$ cat src/rtl/string_draw_scheduler.sv
// Round-robin scheduler that shares one string-draw engine between NREQ requesters,
// sequencing each job through line reset, settle, run and a one-cycle finish.
module string_draw_scheduler #(
  parameter int NREQ    = 3,
  parameter int SLEN    = 14,
  parameter int TIMEOUT = 65535
) (
  input  logic                   clk,
  input  logic                   reset,
  input  logic [NREQ-1:0]        req,
  input  logic [NREQ*SLEN*7-1:0] req_str,
  input  logic [NREQ*11-1:0]     req_x,
  input  logic [NREQ*11-1:0]     req_y,
  input  logic [NREQ-1:0]        req_color,
  output logic [NREQ-1:0]        req_done,
  output logic                   eng_reset,
  output logic                   eng_start,
  input  logic                   eng_done,
  output logic [SLEN*7-1:0]      eng_str,
  output logic [10:0]            eng_x_off,
  output logic [10:0]            eng_y_off,
  output logic                   pixel_color,
  output logic                   busy,
  output logic                   timeout_err
);

  localparam int IDXW = (NREQ > 1) ? $clog2(NREQ) : 1;
  localparam int SW   = SLEN * 7;

  typedef enum logic [2:0] {
    IDLE   = 3'd0,
    CLEAR  = 3'd1,
    SETTLE = 3'd2,
    RUN    = 3'd3,
    FINISH = 3'd4
  } state_t;

  state_t            state_r;
  logic [IDXW-1:0]   last_served_r;
  logic [IDXW-1:0]   grant_r;
  logic [1:0]        phase_cnt_r;
  logic [15:0]       run_cnt_r;
  logic              rst_hold_r;

  logic [IDXW-1:0]   pick_idx_s;
  logic              pick_valid_s;
  logic [2*NREQ-1:0] rot_s;
  int                start_s;
  int                idx_s;

  // Round-robin pick: rotate so bit 0 is the requester after last_served, lowest set bit wins.
  always_comb begin
    pick_valid_s = 1'b0;
    pick_idx_s   = {IDXW{1'b0}};
    idx_s        = 0;
    start_s      = (int'(last_served_r) >= NREQ - 1) ? 0 : int'(last_served_r) + 1;
    rot_s        = {req, req} >> start_s;
    for (int k = NREQ - 1; k >= 0; k--) begin
      if (rot_s[k]) begin
        idx_s        = (start_s + k >= NREQ) ? start_s + k - NREQ : start_s + k;
        pick_valid_s = 1'b1;
        pick_idx_s   = IDXW'(idx_s);
      end else begin
        pick_valid_s = pick_valid_s;
      end
    end
  end

  assign busy = (state_r != IDLE);

  // Job sequencer; every engine-facing output is registered here.
  always_ff @(posedge clk) begin
    if (reset) begin
      state_r       <= IDLE;
      last_served_r <= IDXW'(NREQ - 1);
      grant_r       <= {IDXW{1'b0}};
      phase_cnt_r   <= 2'd0;
      run_cnt_r     <= 16'd0;
      rst_hold_r    <= 1'b1;
      req_done      <= {NREQ{1'b0}};
      eng_reset     <= 1'b0;
      eng_start     <= 1'b0;
      eng_str       <= {SW{1'b0}};
      eng_x_off     <= 11'd0;
      eng_y_off     <= 11'd0;
      pixel_color   <= 1'b0;
      timeout_err   <= 1'b0;
    end else begin
      rst_hold_r <= 1'b0;
      req_done   <= {NREQ{1'b0}};
      case (state_r)
        IDLE: begin
          // The cycle right after reset release never grants.
          if (!rst_hold_r && pick_valid_s) begin
            grant_r     <= pick_idx_s;
            eng_str     <= req_str[pick_idx_s*SW +: SW];
            eng_x_off   <= req_x[pick_idx_s*11 +: 11];
            eng_y_off   <= req_y[pick_idx_s*11 +: 11];
            pixel_color <= req_color[pick_idx_s];
            eng_reset   <= 1'b1;
            phase_cnt_r <= 2'd0;
            state_r     <= CLEAR;
          end
        end
        CLEAR: begin
          if (phase_cnt_r == 2'd1) begin
            eng_reset   <= 1'b0;
            phase_cnt_r <= 2'd0;
            state_r     <= SETTLE;
          end else begin
            phase_cnt_r <= phase_cnt_r + 2'd1;
          end
        end
        SETTLE: begin
          if (phase_cnt_r == 2'd3) begin
            eng_start   <= 1'b1;
            phase_cnt_r <= 2'd0;
            run_cnt_r   <= 16'd0;
            state_r     <= RUN;
          end else begin
            phase_cnt_r <= phase_cnt_r + 2'd1;
          end
        end
        RUN: begin
          // A done seen on the last allowed cycle still counts as a completion.
          if (eng_done) begin
            eng_start         <= 1'b0;
            req_done[grant_r] <= 1'b1;
            state_r           <= FINISH;
          end else if ((run_cnt_r + 16'd1) == 16'(TIMEOUT)) begin
            eng_start   <= 1'b0;
            timeout_err <= 1'b1;
            state_r     <= FINISH;
          end else begin
            run_cnt_r <= run_cnt_r + 16'd1;
          end
        end
        FINISH: begin
          last_served_r <= grant_r;
          run_cnt_r     <= 16'd0;
          state_r       <= IDLE;
        end
        default: begin
          eng_reset <= 1'b0;
          eng_start <= 1'b0;
          state_r   <= IDLE;
        end
      endcase
    end
  end

endmodule

$ cat config.mk
export PLATFORM = sky130hd
export DESIGN_NAME = string_draw_scheduler
export DESIGN_NICKNAME = d
export VERILOG_FILES = /design/src/rtl/string_draw_scheduler.sv
export SDC_FILE = /design/constraint.sdc
export NUM_CORES = 1
export LEC_CHECK = 0
export ABC_CLOCK_PERIOD_IN_PS = 3800
export CAP_MARGIN = 20
export CORE_AREA = 2 2 191 193
export DETAILED_ROUTE_END_ITERATION = 8
export DIE_AREA = 0 0 193 195
export HOLD_SLACK_MARGIN = 0.15
export RECOVER_POWER = 50
export SYNTH_ARGS = -nofsm -noshare
export SYNTH_HDL_FRONTEND = slang
export SYNTH_SLANG_ARGS = --single-unit
$ cat constraint.sdc
create_clock -name clk -period 3.8 [get_ports clk]
set_clock_uncertainty 0.15 [all_clocks]
set_input_delay 0.57 -clock clk [delete_from_list [all_inputs] [get_ports clk]]
set_output_delay 0.57 -clock clk [all_outputs]
set_load 0.01 [all_outputs]
==> impl_metrics.tcl, run 1 <==
set metrics [dict create \
    drt_wl_total_um 33500 \
    area_delta_synth_final_pct 73.0 \
    power_w 0.00487 \
    final_area_mm2 0.0143 \
    p_per_area_mw_per_mm2 339 \
    crit_arrival_ps 3620 \
    hold_depth 2 \
    peakVddDrop_mv 0.292 \
    syn_inst 1059 \
    postCtsHoldBufs 0 \
    core_area_mm2 0.0354 \
    cts_resized 0 \
    reg2reg_from "run_cnt_r[1]" \
    path_class "flip-flop to flip-flop" \
    ys_seq_area_share_pct 37.0 \
    nNetsFinal 1877 \
    die_x_um 193 \
    use_met1_pct 19.2 \
    startpoint_type "flip-flop" \
    cp_max_fo 14 \
    synth-edff-count 0 \
    met3_usage_pct 5.54 \
    drv_slew 0 \
    worstReg2RegEnd "run_cnt_r[15]" \
    p_clk_share_pct 37.6 \
    max_cap_viol_count 0 \
    multiInputGateArea_mm2 0.00480 \
    drc 0 \
    yosys_warnings 0 \
    rsz0062_at_grt "no" \
    first_pass_iters 5 \
    clk_latency_ps 420 \
    grt_usage_pct 17.1 \
    clockBufferDepth 2 \
    hold_path_class "flip-flop to flip-flop" \
    grt_antenna_before_repair 1 \
    drtIter0Drc 317 \
    seq_area_mm2 0.00306 \
    yosysMostFrequentCell "nor2_1" \
    worstSetupEndpointType "flip-flop" \
    min_period_over_period_pct 90.3 \
    fillers 3626 \
    drive_gt1_share_pct 4.43 \
    setup_viol 0 \
    cts.sinks 153 \
    post-route-util_pct 40.5 \
    postCtsSetupBuffers 0 \
    grt_pass1_wl_um 49800 \
    final_hold_viol_count 0 \
    cpPeakStageDelay_ps 670 \
    ys_top_cells_by_count "nor2_1 (274), dfxtp_1 (153), a21oi_1 (138), a211oi_1 (124), mux2i_1 (121)" \
    fmax_ghz 0.291 \
    ios 497 \
    met2_usage_pct 31.3 \
    synth_flop_cell "dfxtp_1" \
    start_util_pct 23.4 \
    ys_async_sr_fraction_pct 0 \
    comb_power_share_pct 25.6 \
    p_switching_w 0.00135 \
    rows 69 \
    p_leak_nw 6.08 \
    crit_chain "ha_1 > and4_1 > nand3_4 > a2111oi_4 > o211ai_1 > o21a_1 > or3_1 > o221ai_1" \
    seqPwrFrac_pct 36.8 \
    dp.cells 1945 \
    grt.busiest_layer "met2" \
    routabilityCongestion 0.868 \
    port_buffers 496 \
    status "complete, no violations" \
    reg2regPathDepth 8 \
    clock_tree.root_cell "clkbuf_16" \
    hold_end "eng_str[68]" \
    slew_headroom_pct 31.1 \
    dieHeight_um 195 \
    min_period_ps 3430 \
    grt_overflow 0 \
    syn-mean-instance-area_um2 7.83 \
    reg2reg_slack_ps 370 \
    swShare_pct 27.7 \
    final_cells 1976 \
    grt_pass1_vias 8991 \
    ys_ff_latch 153 \
    wl_per_cell_um 16.9 \
    synth.distinct_cells 48 \
    cts_tree "yes" \
    crit_family "simple AND/OR/NAND/NOR gates" \
    dieArea_mm2 0.0376 \
    via_per_inst 4.66 \
    synth_top_area_cell "dfxtp_1" \
    clk_pin_slew_ps 70 \
    tightest_slew_ps 1030 \
    synth_nets 1433 \
    dpl_cell_area_mm2 0.0138 \
    critPathRequiredTime_ps 3980 \
    dp_hpwl_um 26000 \
    yosysTopAreaCellShare_pct 37.0 \
    ant_nets 0 \
    numCtsBuffers 17 \
    netlist_area_mm2 0.00829 \
    grt_start_max_net_pins 97 \
    synth_area_leaders "dfxtp_1 (37%), mux2i_1 (15%), nor2_1 (12%)" \
    tns_ps 0 \
    intPower_w 0.00352 \
    htreeDepth 4 \
    cp_num_buf_inv 0 \
    critical-path-slowest-cell "or3_1" \
    hp-start "eng_str[68]" \
    vias 9216 \
]
## kinds of logic after synthesis
family | synth area share (%)
multiplexers | 14.7
XOR/XNOR | 0.317
buffers and inverters | 5.27
adder cells (fa/ha/maj) | 0.755
flip-flops | 37.0
AND/OR/NAND/NOR | 18.4
AO/OA/AOI/OAI | 23.6
## power by group through the flow
stage          Sequential (W)  Clock (W)  Combinational, W
5_1_grt               0.00181    0.00195           0.00137
4_1_cts               0.00180    0.00189           0.00131
3_3_place_gp          0.00183          0           0.00130
6_report              0.00179    0.00183           0.00125
3_5_place_dp          0.00183          0           0.00130
2_1_floorplan         0.00187          0          0.000483
## worst max-delay path by stage
stage,endpoint,startpoint,cells after the start,slack (ps)
4_1_cts,run_cnt_r[15],run_cnt_r[1],8,350
2_1_floorplan,run_cnt_r[7],run_cnt_r[0],10,1140
3_3_place_gp,run_cnt_r[8],run_cnt_r[1],8,480
6_report,run_cnt_r[15],run_cnt_r[1],8,370
3_5_place_dp,run_cnt_r[8],run_cnt_r[1],8,380
5_1_grt,run_cnt_r[8],run_cnt_r[1],8,210
## stage by stage
stage	hold slack, ps	setup WS (ps)
6_report	328	367
3_3_place_gp	311	481
2_1_floorplan	298	1140
3_5_place_dp	321	377
5_1_grt	356	211
4_1_cts	330	353
## sequential cells by signal, indices dropped and copies added (netlist names)
signal / count
eng_reset: 1
eng_start: 1
eng_str: 98
eng_x_off: 11
eng_y_off: 11
grant_r: 2
last_served_r: 2
phase_cnt_r: 2
pixel_color: 1
req_done: 3
rst_hold_r: 1
run_cnt_r: 16
state_r: 3
timeout_err: 1
## per-layer routing
metal  share of wire [%]  routed length [um]
met1                  40               13300
met2                  51               17100
met3                 8.2                2750
met4                 1.1                 360
met5                   0                   0
## worst min-delay path, stage by stage, from the launching register on
cell and delay [ps]:
dfxtp_1 320, a21oi_1 60, nor2_1 70
## cell usage in the layout (no fill, tap or decap), types with 5 or more instances in the layout
| cell type | count |
|---|---|
| clkdlybuf4s50_1 | 367 |
| nor2_1 | 274 |
| dfxtp_1 | 153 |
| a21oi_1 | 138 |
| dlygate4sd3_1 | 128 |
| a211oi_1 | 124 |
| mux2i_1 | 121 |
| nand3_1 | 20 |
| clkbuf_16 | 17 |
| buf_4 | 17 |
| inv_1 | 16 |
| nand2_1 | 16 |
| nor3_1 | 14 |
| nand4_1 | 8 |
| buf_12 | 7 |
| and3_1 | 6 |
| o21ai_0 | 5 |
| a31oi_1 | 5 |
| o211ai_2 | 5 |
| ha_1 | 5 |
## final cells by class
cell class | instances | share of cell area (%)
antenna | 1 | 0.0174
clock inverter | 11 | 1.20
tap | 461 | 4.02
timing repair buffer | 521 | 36.5
clock buffer | 19 | 3.02
multi-input combinational | 794 | 33.5
sequential | 153 | 21.4
inverter | 16 | 0.419
Power figures use the tool's default switching activity.
==> inputs of run 2 (changes only) <==
--- a/config.mk
+++ b/config.mk
@@ -5,12 +5,17 @@
 export SDC_FILE = /design/constraint.sdc
 export NUM_CORES = 1
 export LEC_CHECK = 0
+export ABC_AREA = 1
 export ABC_CLOCK_PERIOD_IN_PS = 3800
 export CAP_MARGIN = 20
-export CORE_AREA = 2 2 191 193
+export CELL_PAD_IN_SITES_DETAIL_PLACEMENT = 1
+export CELL_PAD_IN_SITES_GLOBAL_PLACEMENT = 1
+export CORE_ASPECT_RATIO = 1.25
+export CORE_MARGIN = 2
+export CORE_UTILIZATION = 26
 export DETAILED_ROUTE_END_ITERATION = 8
-export DIE_AREA = 0 0 193 195
 export HOLD_SLACK_MARGIN = 0.15
+export PLACE_DENSITY_LB_ADDON = 0.1
 export RECOVER_POWER = 50
 export SYNTH_ARGS = -nofsm -noshare
 export SYNTH_HDL_FRONTEND = slang
==> constraint.sdc (replaced) <==
create_clock -name clk -period 3.8 [get_ports clk]
set_clock_uncertainty 0.15 [all_clocks]
set_input_delay 0.38 -clock clk [delete_from_list [all_inputs] [get_ports clk]]
set_output_delay 0.38 -clock clk [all_outputs]
set_load 0.01 [all_outputs]
==> run 2 against run 1 <==
The flow now finishes with violations (max-capacitance violations, max-slew violations). Area after synthesis rose by 18%. Sequential power rose by 20%. Global-route usage rose by 5.6 points. Wire length rose by 34%. Total power rose by 47%. Largest cell class is now multi-input combinational cells. Largest power group is now combinational logic.
==> impl_metrics.tcl, run 2 <==
set metrics [dict create \
    status "finished, violations left" \
    violations "max-capacitance violations, max-slew violations" \
    synth.distinct_cells 35 \
    die_x_um 177 \
    grt_usage_pct 22.7 \
    crit_arrival_ps 3210 \
    drv_slew 130 \
    reg_top3 "eng_str: 98 flops, run_cnt_r: 16 flops" \
    numCtsBuffers 17 \
    ios 497 \
    wl_per_cell_um 17.1 \
    slew_headroom_pct -111 \
    dieHeight_um 220 \
    postCtsHoldBufs 0 \
    syn-mean-instance-area_um2 5.81 \
    yosysMostFrequentCell "nand2_1" \
    p_clk_share_pct 28.0 \
    min_period_ps 3010 \
    critPathRequiredTime_ps 3990 \
    reg2reg_slack_ps 1000 \
    drtIter0Drc 352 \
    swShare_pct 35.8 \
    yosys_warnings 0 \
    seqPwrFrac_pct 29.9 \
    tns_ps 0 \
    syn_inst 1677 \
    final_hold_viol_count 0 \
    endpoint "eng_x_off[2]" \
    drc 0 \
    crit_chain "clkbuf_4 > clkbuf_2 > nor2_1 > nand2_1 > inv_1" \
    ys_seq_area_share_pct 31.4 \
    yosysTopAreaCellShare_pct 31.4 \
    clock_tree.root_cell "clkbuf_16" \
    rsz0062_at_grt "no" \
    dieArea_mm2 0.0390 \
    drt_wl_total_um 44800 \
    grt_overflow 0 \
    peakVddDrop_mv 0.299 \
    worst_hold_slack_ps 266 \
    max_flop_register "eng_str" \
    cts.sinks 153 \
    worstReg2RegEnd "eng_str[81]" \
    post-route-util_pct 42.6 \
    nNetsFinal 2489 \
    synth_nets 2051 \
    vias 11775 \
    final_common_cell "nand2_1" \
    tightest_slew_ps 3170 \
    first_pass_iters 4 \
    setup_viol 0 \
    intPower_w 0.00461 \
    comb_power_share_pct 42.1 \
    worstSetupEndpointType "flip-flop" \
    p_switching_w 0.00257 \
    hold_path_class "flip-flop to flip-flop" \
    cts_tree "yes" \
    synth_top_area_cell "dfxtp_1" \
    clk_latency_ps 440 \
    cp_num_buf_inv 3 \
    p_per_area_mw_per_mm2 455 \
    start_util_pct 26.3 \
    cpPeakStageDelay_ps 2130 \
    grt_pass1_vias 12170 \
    path_class "primary input to flip-flop" \
    area_delta_synth_final_pct 62.1 \
    reg2regPathDepth 15 \
    critical-path-slowest-cell "clkbuf_2" \
    ant_nets 0 \
    grt_antenna_before_repair 12 \
    ys_top_cells_by_count "nand2_1 (524), nor2_1 (249), inv_1 (230), nand3_1 (214), dfxtp_1 (153)" \
    ys_async_sr_fraction_pct 0 \
    startpoint_type "primary input" \
    fmax_ghz 0.332 \
    grt_start_max_net_pins 130 \
    cts_resized 0 \
    drive_gt1_share_pct 5.36 \
    dp_hpwl_um 33900 \
    reg2reg_from "last_served_r[1]" \
    netlist_area_mm2 0.00974 \
    clockBufferDepth 2 \
    clk_pin_slew_ps 70 \
    path_depth 5 \
    synth_area_leaders "dfxtp_1 (31%), nand2_1 (20%), nand3_1 (11%)" \
    synth_flop_cell "dfxtp_1" \
    min_period_over_period_pct 79.3 \
    p_leak_nw 7.66 \
    postCtsSetupBuffers 0 \
    crit_path_start "reset" \
    mostFrequentLayoutCells "nand2_1 (524), clkdlybuf4s50_1 (367), nor2_1 (250)" \
    port_buffers 496 \
    largest_reg_flops 98 \
    ys_ff_latch 153 \
    synth-edff-count 0 \
    crit_family "buffers and inverters" \
    htreeDepth 4 \
    via_per_inst 4.49 \
    max_cap_viol_count 1 \
    rows 79 \
    routabilityCongestion 0.851 \
    core_area_mm2 0.0371 \
    cp_max_fo 129 \
    grt_pass1_wl_um 67300 \
]
-- run 2: metal layers --
metal	global-route usage (%)	routed length [um]
met5	0	44
met4	10.9	1640
met3	8.08	3600
met2	41.7	23300
met1	22.6	16200
-- run 2: cells by family (layout without fill, tap and decap cells) --
logic type / count (synthesis) / in the layout / synth area share, %
XOR/XNOR: 1 / 1 / 0.0899
adder cells (fa/ha/maj): 5 / 5 / 0.642
buffers and inverters: 328 / 779 / 13.5
flip-flops: 153 / 153 / 31.4
other: 0 / 10 / 0
AO/OA/AOI/OAI: 60 / 60 / 3.69
AND/OR/NAND/NOR: 1130 / 1130 / 50.6
-- run 2: worst register-to-register path, stage by stage, from the launching register on --
cell	delay, ps
dfxtp_1	330
nor2_1	230
nand2_1	90
o21ai_1	110
inv_2	60
o21ai_2	80
o21ai_1	110
o21ai_1	170
nand2_1	140
nand2_4	340
nand2_4	280
inv_2	330
nand2_1	100
nand3_1	90
nand2_1	70
inv_1	80
-- run 2: power by group through the flow --
stage | Sequential, W | Combinational (W) | Clock [W]
final | 0.00215 | 0.00302 | 0.00201
after global routing | 0.00219 | 0.00339 | 0.00214
after CTS | 0.00217 | 0.00321 | 0.00208
after detailed placement | 0.00220 | 0.00319 | 0
after global placement | 0.00218 | 0.00314 | 0
after floorplan | 0.00232 | 0.00144 | 0
-- run 2: worst min path at each step --
stage	cells past startpoint	endpoint	startpoint	slack [ps]
final	1	req_done[0]	grant_r[0]	270
after global routing	1	req_done[0]	grant_r[0]	300
after CTS	1	req_done[0]	grant_r[0]	270
after detailed placement	1	req_done[0]	grant_r[0]	260
after global placement	1	req_done[0]	grant_r[0]	250
after floorplan	1	req_done[0]	grant_r[0]	250
-- run 2: cell type report --
| cell class | count | area, um^2 |
|---|---|---|
| clock inverter | 7 | 185 |
| sequential | 153 | 3060 |
| timing repair buffer | 510 | 5150 |
| fill | 4789 | 21300 |
| tap | 486 | 608 |
| antenna | 10 | 25.0 |
| clock buffer | 25 | 495 |
| multi-input combinational | 1196 | 5370 |
| inverter | 237 | 890 |
-- run 2: stage by stage --
| step | total power (W) | worst slack (ps) | instance area [um^2] | std cells |
|---|---|---|---|---|
| after global placement | 0.00532 | 752 | 15100 | 2582 |
| after CTS | 0.00746 | 945 | 15800 | 2614 |
| after detailed placement | 0.00539 | 591 | 15100 | 2582 |
| after global routing | 0.00772 | 464 | 15800 | 2622 |
| final | 0.00718 | 786 | 15800 | 2624 |
| after floorplan | 0.00377 | 1760 | 9740 | 1677 |
==> inputs of run 3 (changes only) <==
--- a/config.mk
+++ b/config.mk
@@ -6,7 +6,7 @@
 export NUM_CORES = 1
 export LEC_CHECK = 0
 export ABC_AREA = 1
-export ABC_CLOCK_PERIOD_IN_PS = 3800
+export ABC_CLOCK_PERIOD_IN_PS = 2900
 export CAP_MARGIN = 20
 export CELL_PAD_IN_SITES_DETAIL_PLACEMENT = 1
 export CELL_PAD_IN_SITES_GLOBAL_PLACEMENT = 1
==> constraint.sdc (replaced) <==
create_clock -name clk -period 2.9 [get_ports clk]
set_clock_uncertainty 0.15 [all_clocks]
set_input_delay 0.29 -clock clk [delete_from_list [all_inputs] [get_ports clk]]
set_output_delay 0.29 -clock clk [all_outputs]
set_load 0.01 [all_outputs]
==> run 3 against run 2 <==
The flow still finishes with violations (max-capacitance violations, max-slew violations). Total power rose by 30%. Sequential power rose by 31%. Worst setup slack got worse by 420 ps. Critical endpoint is now eng_y_off[2].
==> impl_metrics.tcl, run 3 (synthesis results as in run 2) <==
set metrics [dict create \
    status "finished, violations left" \
    violations "max-capacitance violations, max-slew violations" \
    final_hold_viol_count 0 \
    reg_top3 "eng_str: 98 flops, run_cnt_r: 16 flops" \
    clk_pin_slew_ps 60 \
    vias 11903 \
    cts_tree "yes" \
    hold_path_class "flip-flop to flip-flop" \
    nNetsFinal 2508 \
    cpPeakStageDelay_ps 1200 \
    die_x_um 177 \
    peakVddDrop_mv 0.359 \
    drive_gt1_share_pct 6.29 \
    critPathRequiredTime_ps 3090 \
    cts.sinks 153 \
    clock_tree.root_cell "clkbuf_16" \
    cts_resized 0 \
    grt_overflow 0 \
    start_util_pct 26.3 \
    min_period_over_period_pct 87.5 \
    critical-path-slowest-cell "clkbuf_4" \
    crit_chain "dlygate4sd3_1 > buf_4 > clkbuf_4 > nor2_1 > nand2_1 > inv_1" \
    dieArea_mm2 0.0390 \
    crit_family "buffers and inverters" \
    final_common_cell "nand2_1" \
    dp.cells 2600 \
    max_cap_viol_count 1 \
    tns_ps 0 \
    postCtsSetupBuffers 0 \
    cp_num_buf_inv 4 \
    grt_pass1_vias 12226 \
    routabilityCongestion 0.848 \
    power_w 0.00930 \
    fmax_ghz 0.394 \
    htreeDepth 4 \
    port_buffers 496 \
    dieHeight_um 220 \
    min_period_ps 2540 \
    mostFrequentLayoutCells "nand2_1 (524), clkdlybuf4s50_1 (367), nor2_1 (249)" \
    p_leak_nw 7.75 \
    crit_arrival_ps 2730 \
    max_flop_register "eng_str" \
    wl_per_cell_um 17.1 \
    largest_reg_flops 98 \
    tightest_slew_ps 1610 \
    drv_slew 118 \
    drc 0 \
    cp_max_fo 117 \
    ant_nets 0 \
    numCtsBuffers 17 \
    grt_pass1_wl_um 68400 \
    drt_wl_total_um 45200 \
    grt_start_max_net_pins 118 \
    via_per_inst 4.52 \
    clockBufferDepth 2 \
    worstSetupEndpointType "flip-flop" \
    p_per_area_mw_per_mm2 584 \
    drtIter0Drc 376 \
    final_cells 2633 \
    area_delta_synth_final_pct 63.6 \
    grt_usage_pct 22.9 \
    setup_viol 0 \
    dp_hpwl_um 35100 \
    core_area_mm2 0.0371 \
    ios 497 \
    rsz0062_at_grt "no" \
    first_pass_iters 6 \
    grt_antenna_before_repair 5 \
    clk_latency_ps 440 \
    path_class "primary input to flip-flop" \
    slew_headroom_pct -7.64 \
    startpoint_type "primary input" \
    rows 79 \
]
## run 3: cell types whose count changed in the layout (fill, tap and decap cells not counted), moves of 2 or more
cell and delta:
buf_4 +12, diode_2 -8, buf_12 +6, bufinv_16 -3, clkbuf_1 -2, clkbuf_8 +2
## run 3: metal layers
metal | vias to the layer above | routed length (um) | global-route usage [%]
met5 | - | 38 | 0
met4 | 6 | 841 | 6.67
li1 | 5967 | - | -
met2 | 319 | 24000 | 44.1
met3 | 46 | 3250 | 7.03
met1 | 5565 | 17100 | 23.6
## run 3: area by class of cell
| type | count | area [um^2] |
|---|---|---|
| diodes | 2 | 5.00 |
| well taps | 486 | 608 |
| flip-flops and latches | 153 | 3060 |
| repair buffers | 529 | 5370 |
| multi-input cells | 1196 | 5370 |
| fillers | 4809 | 21100 |
| clock inverters | 6 | 111 |
| clock buffers | 24 | 512 |
| inverters | 237 | 890 |
## run 3: per-stage QoR
stage | setup slack [ps] | hold WS (ps) | area [um^2] | util (%)
detailed placement | 210 | 270 | 15300 | 41.3
global route | 200 | 298 | 15900 | 43.0
finish | 363 | 285 | 15900 | 43.0
global placement | 279 | 255 | 15300 | 41.3
CTS | 478 | 279 | 15900 | 43.0
floorplan | 858 | 168 | 9740 | -
## run 3: path summary, 6_finish.rpt
check               start      endpoint  slack, ps  cells after the start
max reg2reg  run_cnt_r[1]  run_cnt_r[0]        480                     13
max                 reset  eng_y_off[2]        360                      6
min reg2reg    grant_r[0]   req_done[0]        290                      1
min            grant_r[0]   req_done[0]        290                      1
## run 3: where the power goes
| part | switching, W | total, W | internal (W) |
|---|---|---|---|
| registers | 0.000247 | 0.00281 | 0.00257 |
| clock network | 0.000955 | 0.00244 | 0.00148 |
| logic | 0.00223 | 0.00405 | 0.00182 |
| total | 0.00343 | 0.00930 | 0.00587 |
## run 3: timing repair
action / in CTS / in global routing
hold endpoints to repair: 12 / 0
hold buffers: 1 / 0
setup endpoints to repair: 0 / 0
